**src/rtl/qpsk_symbol_packer.sv**
```systemverilog
// QPSK 2-bit symbol to byte packer with a show-ahead byte FIFO, flush and sticky overflow.
// Define QPSK_PACK_LSB_FIRST_EN to place the first symbol of a byte in data_o[1:0].
module qpsk_symbol_packer #(
   parameter int FIFO_DEPTH = 8,
   parameter int ADDR_W     = 3
) (
   input  logic              clk,
   input  logic              rst,
   input  logic [1:0]        data_i,
   input  logic              valid_i,
   input  logic              flush_i,
   input  logic              clear_ovf_i,
   output logic [7:0]        data_o,
   output logic              valid_o,
   input  logic              ready_i,
   output logic [ADDR_W:0]   fifo_level_o,
   output logic              overflow_o
);

   localparam logic [ADDR_W:0] LP_FULL = (ADDR_W+1)'(FIFO_DEPTH);

   logic [1:0]        r_sym_cnt;
   logic [7:0]        r_shift;
   logic [7:0]        r_mem [FIFO_DEPTH];
   logic [ADDR_W-1:0] r_rd_ptr;
   logic [ADDR_W-1:0] r_wr_ptr;
   logic [ADDR_W:0]   r_level;
   logic [7:0]        r_data_o;
   logic              r_ovf;

   logic [2:0]        w_cnt_after;
   logic [7:0]        w_shift_next;
   logic [2:0]        w_pad_syms;
   logic [3:0]        w_shamt;
   logic [7:0]        w_byte;
   logic              w_complete;
   logic              w_flush_push;
   logic              w_push;
   logic              w_pop;
   logic              w_full;
   logic              w_wr_en;
   logic              w_ovf_set;
   logic [ADDR_W-1:0] w_rd_ptr_inc;
   logic [7:0]        w_data_nxt;

   // Symbol count including any symbol arriving this cycle (4 means a full byte).
   assign w_cnt_after = {1'b0, r_sym_cnt} + {2'b00, valid_i};
   assign w_complete  = (w_cnt_after == 3'd4);
   assign w_flush_push = flush_i && (w_cnt_after != 3'd0) && !w_complete;
   assign w_push      = w_complete || w_flush_push;

   // Unfilled symbol slots become 2'b00 by shifting the partial byte into place.
   assign w_pad_syms  = 3'd4 - w_cnt_after;
   assign w_shamt     = {w_pad_syms, 1'b0};

`ifdef QPSK_PACK_LSB_FIRST_EN
   assign w_shift_next = valid_i ? {data_i, r_shift[7:2]} : r_shift;
   assign w_byte       = w_shift_next >> w_shamt;
`else
   assign w_shift_next = valid_i ? {r_shift[5:0], data_i} : r_shift;
   assign w_byte       = w_shift_next << w_shamt;
`endif

   assign w_full       = (r_level == LP_FULL);
   assign w_pop        = valid_o && ready_i;
   assign w_wr_en      = w_push && (!w_full || w_pop);
   assign w_ovf_set    = w_push && w_full && !w_pop;
   assign w_rd_ptr_inc = r_rd_ptr + 1'b1;

   // Next head byte: a write into an empty (or emptying) FIFO shows through directly.
   always_comb begin
      w_data_nxt = r_data_o;
      if (w_wr_en && ((r_level == '0) || (w_pop && (r_level == (ADDR_W+1)'(1)))))
         w_data_nxt = w_byte;
      else if (w_pop && (r_level > (ADDR_W+1)'(1)))
         w_data_nxt = r_mem[w_rd_ptr_inc];
   end

   always_ff @(posedge clk or negedge rst) begin
      if (!rst) begin
         r_sym_cnt <= '0;
         r_shift   <= '0;
      end else begin
         r_shift <= w_shift_next;
         if (w_push)
            r_sym_cnt <= '0;
         else
            r_sym_cnt <= w_cnt_after[1:0];
      end
   end

   always_ff @(posedge clk) begin
      if (w_wr_en)
         r_mem[r_wr_ptr] <= w_byte;
   end

   always_ff @(posedge clk or negedge rst) begin
      if (!rst) begin
         r_rd_ptr <= '0;
         r_wr_ptr <= '0;
         r_level  <= '0;
         r_data_o <= 8'h00;
         r_ovf    <= 1'b0;
      end else begin
         if (w_wr_en)
            r_wr_ptr <= r_wr_ptr + 1'b1;
         if (w_pop)
            r_rd_ptr <= w_rd_ptr_inc;
         case ({w_wr_en, w_pop})
            2'b10:   r_level <= r_level + 1'b1;
            2'b01:   r_level <= r_level - 1'b1;
            default: r_level <= r_level;
         endcase
         r_data_o <= w_data_nxt;
         // Set takes priority over a same-cycle clear.
         if (w_ovf_set)
            r_ovf <= 1'b1;
         else if (clear_ovf_i)
            r_ovf <= 1'b0;
      end
   end

   assign data_o       = r_data_o;
   assign valid_o      = (r_level != '0);
   assign fifo_level_o = r_level;
   assign overflow_o   = r_ovf;

endmodule

```
**config.mk**
```make
export PLATFORM = sky130hd
export DESIGN_NAME = qpsk_symbol_packer
export DESIGN_NICKNAME = d
export VERILOG_FILES = /design/src/rtl/qpsk_symbol_packer.sv
export SDC_FILE = /design/constraint.sdc
export NUM_CORES = 1
export LEC_CHECK = 0
export ABC_CLOCK_PERIOD_IN_PS = 2650
export CAP_MARGIN = 20
export CORE_MARGIN = 2
export CORE_UTILIZATION = 33
export DETAILED_ROUTE_END_ITERATION = 6
export PLACE_DENSITY = 0.54
export SLEW_MARGIN = 20
export SYNTH_ARGS = -nofsm -noshare
export SYNTH_HDL_FRONTEND = slang
export SYNTH_SLANG_ARGS = --single-unit
```
**constraint.sdc**
```tcl
create_clock -name clk -period 2.65 [get_ports clk]
set_input_delay 0.3975 -clock clk [delete_from_list [all_inputs] [get_ports clk]]
set_output_delay 0.3975 -clock clk [all_outputs]
set_load 0.1 [all_outputs]
```
==> results of run 1 <==
path summary, 6_finish.rpt:
kind / startpoint / end / slack (ns)
worst min-delay path: rst / r_wr_ptr[1] / 0.45
worst max register to register: r_sym_cnt[0] / data_o[1] / 0.20
worst min register to register: r_shift[6] / r_shift[6] / 0.50
max in group asynchronous: rst / fifo_level_o[1] / 1.89
min in group clk: r_shift[6] / r_shift[6] / 0.50
worst max-delay path: r_sym_cnt[0] / data_o[1] / 0.20
area by class of cell:
type / count / area share (%)
flip-flops and latches: 93 / 51.5
multi-input cells: 147 / 26.4
repair buffers: 67 / 11.5
clock buffers: 11 / 4.52
well taps: 168 / 4.09
clock inverters: 5 / 1.17
inverters: 11 / 0.803
per-stage QoR:
step                instance area [um2]  hold slack (ns)  cells  utilization (%)  worst slack (ns)
floorplan                          4100            0.102    264                -           -0.0208
global placement                   4820            0.484    484             39.9            -0.385
detailed placement                 4820            0.487    484             39.9            -0.432
CTS                                5130            0.459    502             42.6            0.0316
global route                       5140            0.479    502             42.6            0.0990
finish                             5140            0.450    502             42.6             0.196
sequential cells by signal (all words and copies together), names as in the netlist:
signal and flops:
r_wr_ptr 3, fifo_level_o 4, r_shift 8, overflow_o 1, r_rd_ptr 3, r_mem 64, data_o 8, r_sym_cnt 2
cell usage in the layout (no fill, tap or decap), drive strengths merged, types with 3 or more instances in the layout:
master	n
a21oi	5
a221o	6
buf	60
clkbuf	11
clkdlybuf4s50	6
dfrtp	29
edfxtp	64
ha	8
inv	12
mux2	7
mux2i	13
mux4	18
nand2	7
nand2b	4
nand3	3
nor2	27
nor2b	4
nor3	8
o21ai	5
o31ai	3
xnor2	5
worst reg2reg max path: cells and delay by family (launching register included):
kind	cells	cell delay, ns
simple gates	2	0.67
fa+ha+maj	3	0.64
flops	1	0.36
compound gates	1	0.34
buf+inv	2	0.20
mux	1	0.13
metal layers:
layer  wire [um]  share of wire [%]  track usage (%)
met3         266                3.2             3.22
met1        4010                 49             19.6
met5           0                  0                0
met4          62               0.75             4.58
met2        3900                 47             21.3
logic make-up (layout without fill, tap and decap cells):
group                      Yosys count  in the layout
DFF                                 93             93
and+or+nand+nor                     65             65
muxes                               38             38
AOI/OAI and AO/OA                   29             29
buffers and inverters               24             94
adders and majority gates            8              8
xor gates and xnor gates             7              7
what timing repair did:
item | 4_1_cts | 5_1_grt
buffers inserted | 2 | 0
pin swaps | 1 | 0
resized for setup | 3 | 4
endpoints found under the setup margin | 46 | 68
==> impl_metrics.toml, run 1 <==
[yosys]
yosysSeqAreaShare_pct = 64.9
ys_dominant_reg_cell = "sky130_fd_sc_hd__edfxtp_1"
muxShareOfSynthArea_pct = 15.2
count_of_flip_flops_with_a_built_in_enable_after_synthesis = 64
synth_top_area_cell = "sky130_fd_sc_hd__edfxtp_1"
yosys-top-cells-area = "sky130_fd_sc_hd__edfxtp_1, sky130_fd_sc_hd__dfrtp_1, sky130_fd_sc_hd__mux4_2"
post_synth_fa_ha_maj_area_fraction_pct = 2.45
yosys-top-cells-count = "sky130_fd_sc_hd__edfxtp_1, sky130_fd_sc_hd__dfrtp_1, sky130_fd_sc_hd__nor2_1"
synthesized_area_fraction_occupied_by_ao_oa_aoi_and_oai_cells_pct = 5.15
syn-instance-count = 264
synth_top_area_share_pct = 47.1
synth_fp_nets = 280
combinational_family_with_the_most_area_after_synthesis = "multiplexers"
synth_simple_gate_area_share_pct = 8.07
synth_most_common_cell = "sky130_fd_sc_hd__edfxtp_1"
synth_warnings = 0
async_flop_share_pct = 31.2
synth-seq-cells = 93
synth_cell_types = 44
synth-xor-area-share_pct = 1.69
synth.avg_cell_area_um2 = 15.5
syn_area_um2 = 4080

[cts]
cts.sink_count = 93
total_cts_buffers = 9
clock-root-buffer = "sky130_fd_sc_hd__clkbuf_16"
tritoncts = "yes"
cts_hold_repair.buffers = 0
cts.path.max_buffers = 2
h-tree-depth = 3
clock_insertion_delay_worst_skew_ns = 0.33
worst_setup_hold_path_clk_slew_ns = 0.06

[floorplanning]
die_w_um = 115
initial_standard_cell_utilization_of_the_core_pct = 33.8
die-height_um = 115
io_pins = 22
die_ar_um2 = 13300
core_um2 = 12100
core.rowCount = 40

[placed_design]
gp_congestion = 0.744
place.port_buffers = 21
dpl.hpwl_um = 5950

[drt]
postRouteWirelength_um = 8240
remaining_drc_errors = 0
dr_total_vias = 2370
final_antenna_net_count = 0
drt_pre_antenna_iters = 4
wire_per_inst_um = 16.4
initialDrtViolationCount = 131
vias_per_cell = 4.72

[final_layout]
area.growth.synth_to_final_pct = 26.1
multi_input_area_um2 = 1360
antennaDiodeCount = 0
fin_nets = 345
fillCellCount = 1094
combined_flip_flop_and_latch_cell_area_um2 = 2650
final_layout_size_suffix_gt1_share_pct = 35.6

[setup_path]
critical_path_buf_inv_count = 2
worst_path_largest_cell_delay_ns = 0.49
cp-start-kind = "flop"
worst_ep_required_time_ns = 2.86
critPathKind = "reg2reg"
cp.depth = 9
sequence_of_cells_on_the_critical_path = "ha_1 -> ha_1 -> inv_1 -> ha_2 -> mux2i_1 -> buf_4 -> or4_4 -> and2_4 -> a221o_1"
worst_ep_arrival_time_ns = 2.67
timing.critical_path.max_delay_family = "simple AND/OR/NAND/NOR gates"
timing.critical_path.to_type = "flop"
crit_slowest_cell = "sky130_fd_sc_hd__or4_4"
r2r_cells = 9
most_frequent_cp_cell = "sky130_fd_sc_hd__ha_1"
critical_path.max_fanout = 6

[sta]
report.final.hold_viol_count = 0
grt_setup_unrepaired = "false"
tightestPinTransition_ns = 0.554
setup_viol = 0
slew_headroom_pct = 62.9
setup_tns_ns = 0
clock-skew-final_ns = 0.00759
period_share_pct = 92.6
clock.fmax_mhz = 408
report.final.slew_viol_count = 0
period_minus_slack_ns = 2.45

[run_status]
status = "completed"

[global_routing]
grt_pass1_wl_um = 13500
antenna_found_initial = 0
grt_start_max_net_pins = 30
grt_usage_pct = 13.9
grt-ovfl-total = 0
grt_pass1_vias = 2444

[flow_run]
max-cap-violations = 0

[hold_path]
hold_class = "in2async"
Power of run 1 is not shown: default switching activity piles up to over one toggle a cycle in this logic, so the estimate is an artifact.
==> inputs of run 2 (changes only) <==
Settings changed: REMOVE_ABC_BUFFERS set to 1.
==> run 2 against run 1 <==
  * Count of clock-buffer cells in the layout down 2
  * Sequential share of layout area up 0.97 points
  * Register-to-register slack worse by 0.04 ns
  * Setup slack worse by 0.037 ns
  * Non-clock buffer count down 4
  * Final cell count down 0.80%
  * First-iteration DRC count up 40%
  * Hold slack worse by 0.0092 ns
  * Die area unchanged
  * Clock skew down 0.0018 ns
  * Wire length up 2.5%
  * Critical path depth unchanged
==> impl_metrics.toml, run 2 (synthesized netlist as in run 1, its figures left out) <==
[final_layout]
most-common-layout-cells = "sky130_fd_sc_hd__edfxtp_1, sky130_fd_sc_hd__buf_4, sky130_fd_sc_hd__dfrtp_1"
antennaDiodeCount = 0
fin_nets = 341
layout.cells.most_common = "sky130_fd_sc_hd__edfxtp_1"
final_layout_size_suffix_gt1_share_pct = 32.7
finalCoreUtilization_pct = 41.8
max_flop_register = "r_mem"
area.growth.synth_to_final_pct = 23.6
largest_register_ffs = 64
fillCellCount = 1103

[setup_path]
worst_path_largest_cell_delay_ns = 0.48
r2r_cells = 9
critPathKind = "reg2reg"
worst_ep_arrival_time_ns = 2.71
r2r_slack_ns = 0.16
cp-start-kind = "flop"
critical_path.max_fanout = 6
sequence_of_cells_on_the_critical_path = "ha_1 -> ha_1 -> inv_1 -> ha_1 -> mux2i_1 -> buf_4 -> or4_4 -> and2_4 -> a221o_1"
most_frequent_cp_cell = "sky130_fd_sc_hd__ha_1"
crit_slowest_cell = "sky130_fd_sc_hd__or4_4"
timing.critical_path.to_type = "flop"
worst_r2r_startpoint = "r_sym_cnt[0]"
crit_path_start = "r_sym_cnt[0]"
worst_ep_required_time_ns = 2.87

[drt]
vias_per_cell = 4.82
dr_total_vias = 2399
postRouteWirelength_um = 8440
wire_per_inst_um = 17.0
remaining_drc_errors = 0
initialDrtViolationCount = 184
drt_pre_antenna_iters = 4
final_antenna_net_count = 0

[cts]
cts.path.max_buffers = 2
cts_hold_repair.buffers = 0
tritoncts = "yes"
total_cts_buffers = 9
clock_insertion_delay_worst_skew_ns = 0.34
h-tree-depth = 3
cts.sink_count = 93
clock-root-buffer = "sky130_fd_sc_hd__clkbuf_16"
worst_setup_hold_path_clk_slew_ns = 0.07

[floorplanning]
core.rowCount = 40
io_pins = 22
core_um2 = 12100
die-height_um = 115
die_w_um = 115
die_ar_um2 = 13300
initial_standard_cell_utilization_of_the_core_pct = 33.8

[sta]
setup_viol = 0
setup_tns_ns = 0
report.final.slew_viol_count = 0
clock-skew-final_ns = 0.00578
slew_headroom_pct = 65.4
report.final.hold_viol_count = 0
period_minus_slack_ns = 2.49
clock.fmax_mhz = 401
grt_setup_unrepaired = "false"
period_share_pct = 94.0
tightestPinTransition_ns = 0.519

[run_status]
status = "completed"

[global_routing]
antenna_found_initial = 0
grt_start_max_net_pins = 30
grt_usage_pct = 13.8
grt_pass1_wl_um = 13400
grt_pass1_vias = 2444
grt-ovfl-total = 0

[flow_run]
max-cap-violations = 0

[placed_design]
dpl.hpwl_um = 5790
gp_congestion = 0.750
place.port_buffers = 21

[hold_path]
hold_class = "in2async"
## run 2: per-stage QoR
step / setup WS, ns / hold slack, ns / cells / area [um2]
after global placement: -0.381 / 0.488 / 480 / 4700
after detailed placement: -0.440 / 0.484 / 480 / 4700
after CTS: 0.0121 / 0.463 / 498 / 5030
after floorplan: -0.422 / 0.102 / 251 / 4020
after global routing: 0.0771 / 0.507 / 498 / 5040
final: 0.159 / 0.441 / 498 / 5040
## run 2: timing repair
item	in CTS	in global routing
setup buffers	2	0
resized for setup	1	5
endpoints found under the setup margin	20	70
pin swaps	1	0
## run 2: area by class of cell
cell class                 count  area [um2]  area share, %
timing repair buffer          63         497           9.85
inverter                      11        41.3          0.819
clock inverter                 7        80.1           1.59
clock buffer                   9         225           4.47
multi-input combinational    147        1340           26.6
tap                          168         210           4.17
sequential                    93        2650           52.5
## run 2: routing by layer
metal  vias up  GRT usage [%]  part of all wire (%)
li1       1130              -                     -
met1      1213           18.5                    48
met2        46           22.0                    47
met3        10           2.42                   3.1
met4         0           6.02                   1.5
met5         -              0                     0
## run 2: final timing paths
| path | to |
|---|---|
| max in group asynchronous | r_shift[1] |
| min | r_rd_ptr[1] |
| max reg2reg | data_o[0] |
| min reg2reg | r_shift[7] |
| min in group clk | r_shift[7] |
| max | data_o[0] |
## run 2: worst max-delay path: cells and delay by family, from the launching register on
kind / cells / cell delay, ns
adder cells (fa/ha/maj): 3 / 0.66
AND/OR/NAND/NOR: 2 / 0.66
flip-flops: 1 / 0.37
AO/OA/AOI/OAI: 1 / 0.35
buffers and inverters: 2 / 0.20
multiplexers: 1 / 0.14
Power of run 2 is left out for the same reason.
==> inputs of run 3 (changes only) <==
Settings changed: CORE_MARGIN 2 to unset, GPL_TIMING_DRIVEN set to 1.
==> run 3 against run 2 <==
  * Largest cell class unchanged
  * Critical path depth is 1 higher
  * Critical endpoint is now r_mem[0][3]
  * Final cell count is 3.8% lower
  * Non-clock buffer count rose by 2
  * Global-route usage up 0.59 points
==> impl_metrics.toml, run 3 (synthesized netlist as in run 1, its figures left out) <==
[run_status]
status = "completed"

[final_layout]
multi_input_area_um2 = 1370
final_layout_size_suffix_gt1_share_pct = 34.6
layout.cells.most_common = "sky130_fd_sc_hd__edfxtp_1"
fillCellCount = 1121
antennaDiodeCount = 0
area.growth.synth_to_final_pct = 24.0
max_flop_register = "r_mem"
most-common-layout-cells = "sky130_fd_sc_hd__edfxtp_1, sky130_fd_sc_hd__buf_4, sky130_fd_sc_hd__dfrtp_1"
combined_flip_flop_and_latch_cell_area_um2 = 2650
fin_nets = 343
final_cell_count_no_fill = 479
largest_register_ffs = 64

[global_routing]
antenna_found_initial = 0
grt_pass1_vias = 2489
grt_pass1_wl_um = 13400
grt_start_max_net_pins = 30
grt-ovfl-total = 0
grt_usage_pct = 14.3

[sta]
slew_headroom_pct = 65.5
grt_setup_unrepaired = "false"
period_minus_slack_ns = 2.53
report.final.hold_viol_count = 0
worst_hold_check_slack_ns = 0.455
clock-skew-final_ns = 0.00518
clock.fmax_mhz = 395
period_share_pct = 95.5
tightestPinTransition_ns = 0.515
report.final.slew_viol_count = 0
setup_tns_ns = 0
setup_viol = 0

[setup_path]
r2r_slack_ns = 0.26
timing.critical_path.to_type = "flop"
worst_ep_required_time_ns = 2.70
critPathKind = "in2reg"
r2r-end = "r_mem[0][3]"
worst_r2r_startpoint = "r_sym_cnt[0]"
r2r_cells = 9
worst_ep_arrival_time_ns = 2.58
cp-start-kind = "input pin"
critical_path.max_fanout = 8

[drt]
remaining_drc_errors = 0
initialDrtViolationCount = 120
final_antenna_net_count = 0
postRouteWirelength_um = 8360
dr_total_vias = 2353
wire_per_inst_um = 17.5
vias_per_cell = 4.91
drt_pre_antenna_iters = 4

[floorplanning]
core.rowCount = 40
die_w_um = 113
initial_standard_cell_utilization_of_the_core_pct = 34.0
die_ar_um2 = 12800
core_um2 = 12000
io_pins = 22
die-height_um = 113

[cts]
cts.sink_count = 93
cts_hold_repair.buffers = 0
clock-root-buffer = "sky130_fd_sc_hd__clkbuf_16"
worst_setup_hold_path_clk_slew_ns = 0.07
h-tree-depth = 3
cts.path.max_buffers = 2
clock_insertion_delay_worst_skew_ns = 0.34
total_cts_buffers = 9
tritoncts = "yes"

[placed_design]
dpl.hpwl_um = 5870
place.port_buffers = 21
gp_congestion = 0.747
dpl.cell_count = 463

[flow_run]
max-cap-violations = 0

[hold_path]
hold_class = "in2async"
## run 3: area by class of cell
type,instances,share of cell area [%]
Clock buffer,9,4.45
Inverter,11,0.816
Clock inverter,7,1.43
Multi-Input combinational cell,147,27.1
Timing Repair Buffer,65,10.3
Tap cell,147,3.63
Sequential cell,93,52.3
## run 3: how the worst max path moves through the flow
stage                         start          end  slack, ns  cells after the start
floorplan           fifo_level_o[1]  r_rd_ptr[1]      -0.42                      5
global placement            valid_i  r_mem[0][6]      -0.32                     10
detailed placement          valid_i  r_mem[0][0]      -0.35                     10
CTS                         valid_i  r_mem[0][3]      0.003                     10
global route                valid_i  r_mem[0][3]       0.03                     10
finish                      valid_i  r_mem[0][3]       0.12                     10
## run 3: what timing repair did
item | CTS | global route
setup buffers | 0 | 0
resized for setup | 0 | 15
setup endpoints to repair | 0 | 57
## run 3: worst max-delay path, stage by stage
cell,delay (ns)
sky130_fd_sc_hd__clkdlybuf4s50_1,0.43
sky130_fd_sc_hd__ha_2,0.19
sky130_fd_sc_hd__ha_1,0.26
sky130_fd_sc_hd__inv_1,0.05
sky130_fd_sc_hd__ha_2,0.19
sky130_fd_sc_hd__mux2i_2,0.17
sky130_fd_sc_hd__buf_4,0.16
sky130_fd_sc_hd__or3_4,0.37
sky130_fd_sc_hd__nor3_4,0.19
sky130_fd_sc_hd__buf_6,0.17
## run 3: through the flow
| stage | utilization (%) | cell area [um2] | setup WS (ns) |
|---|---|---|---|
| 4_1_cts | 41.7 | 5010 | 0.00348 |
| 2_1_floorplan | - | 4020 | -0.422 |
| 5_1_grt | 42.1 | 5060 | 0.0281 |
| 3_5_place_dp | 39.2 | 4710 | -0.351 |
| 6_report | 42.1 | 5060 | 0.120 |
| 3_3_place_gp | 39.2 | 4710 | -0.324 |
## run 3: layer usage
layer,global-route usage [%],up-vias,share of wire (%)
met5,0,-,0
met4,7.81,0,2.4
met3,2.09,13,2.2
met2,23.8,26,50
met1,18.2,1183,45
li1,-,1131,-
Power of run 3 is left out for the same reason.
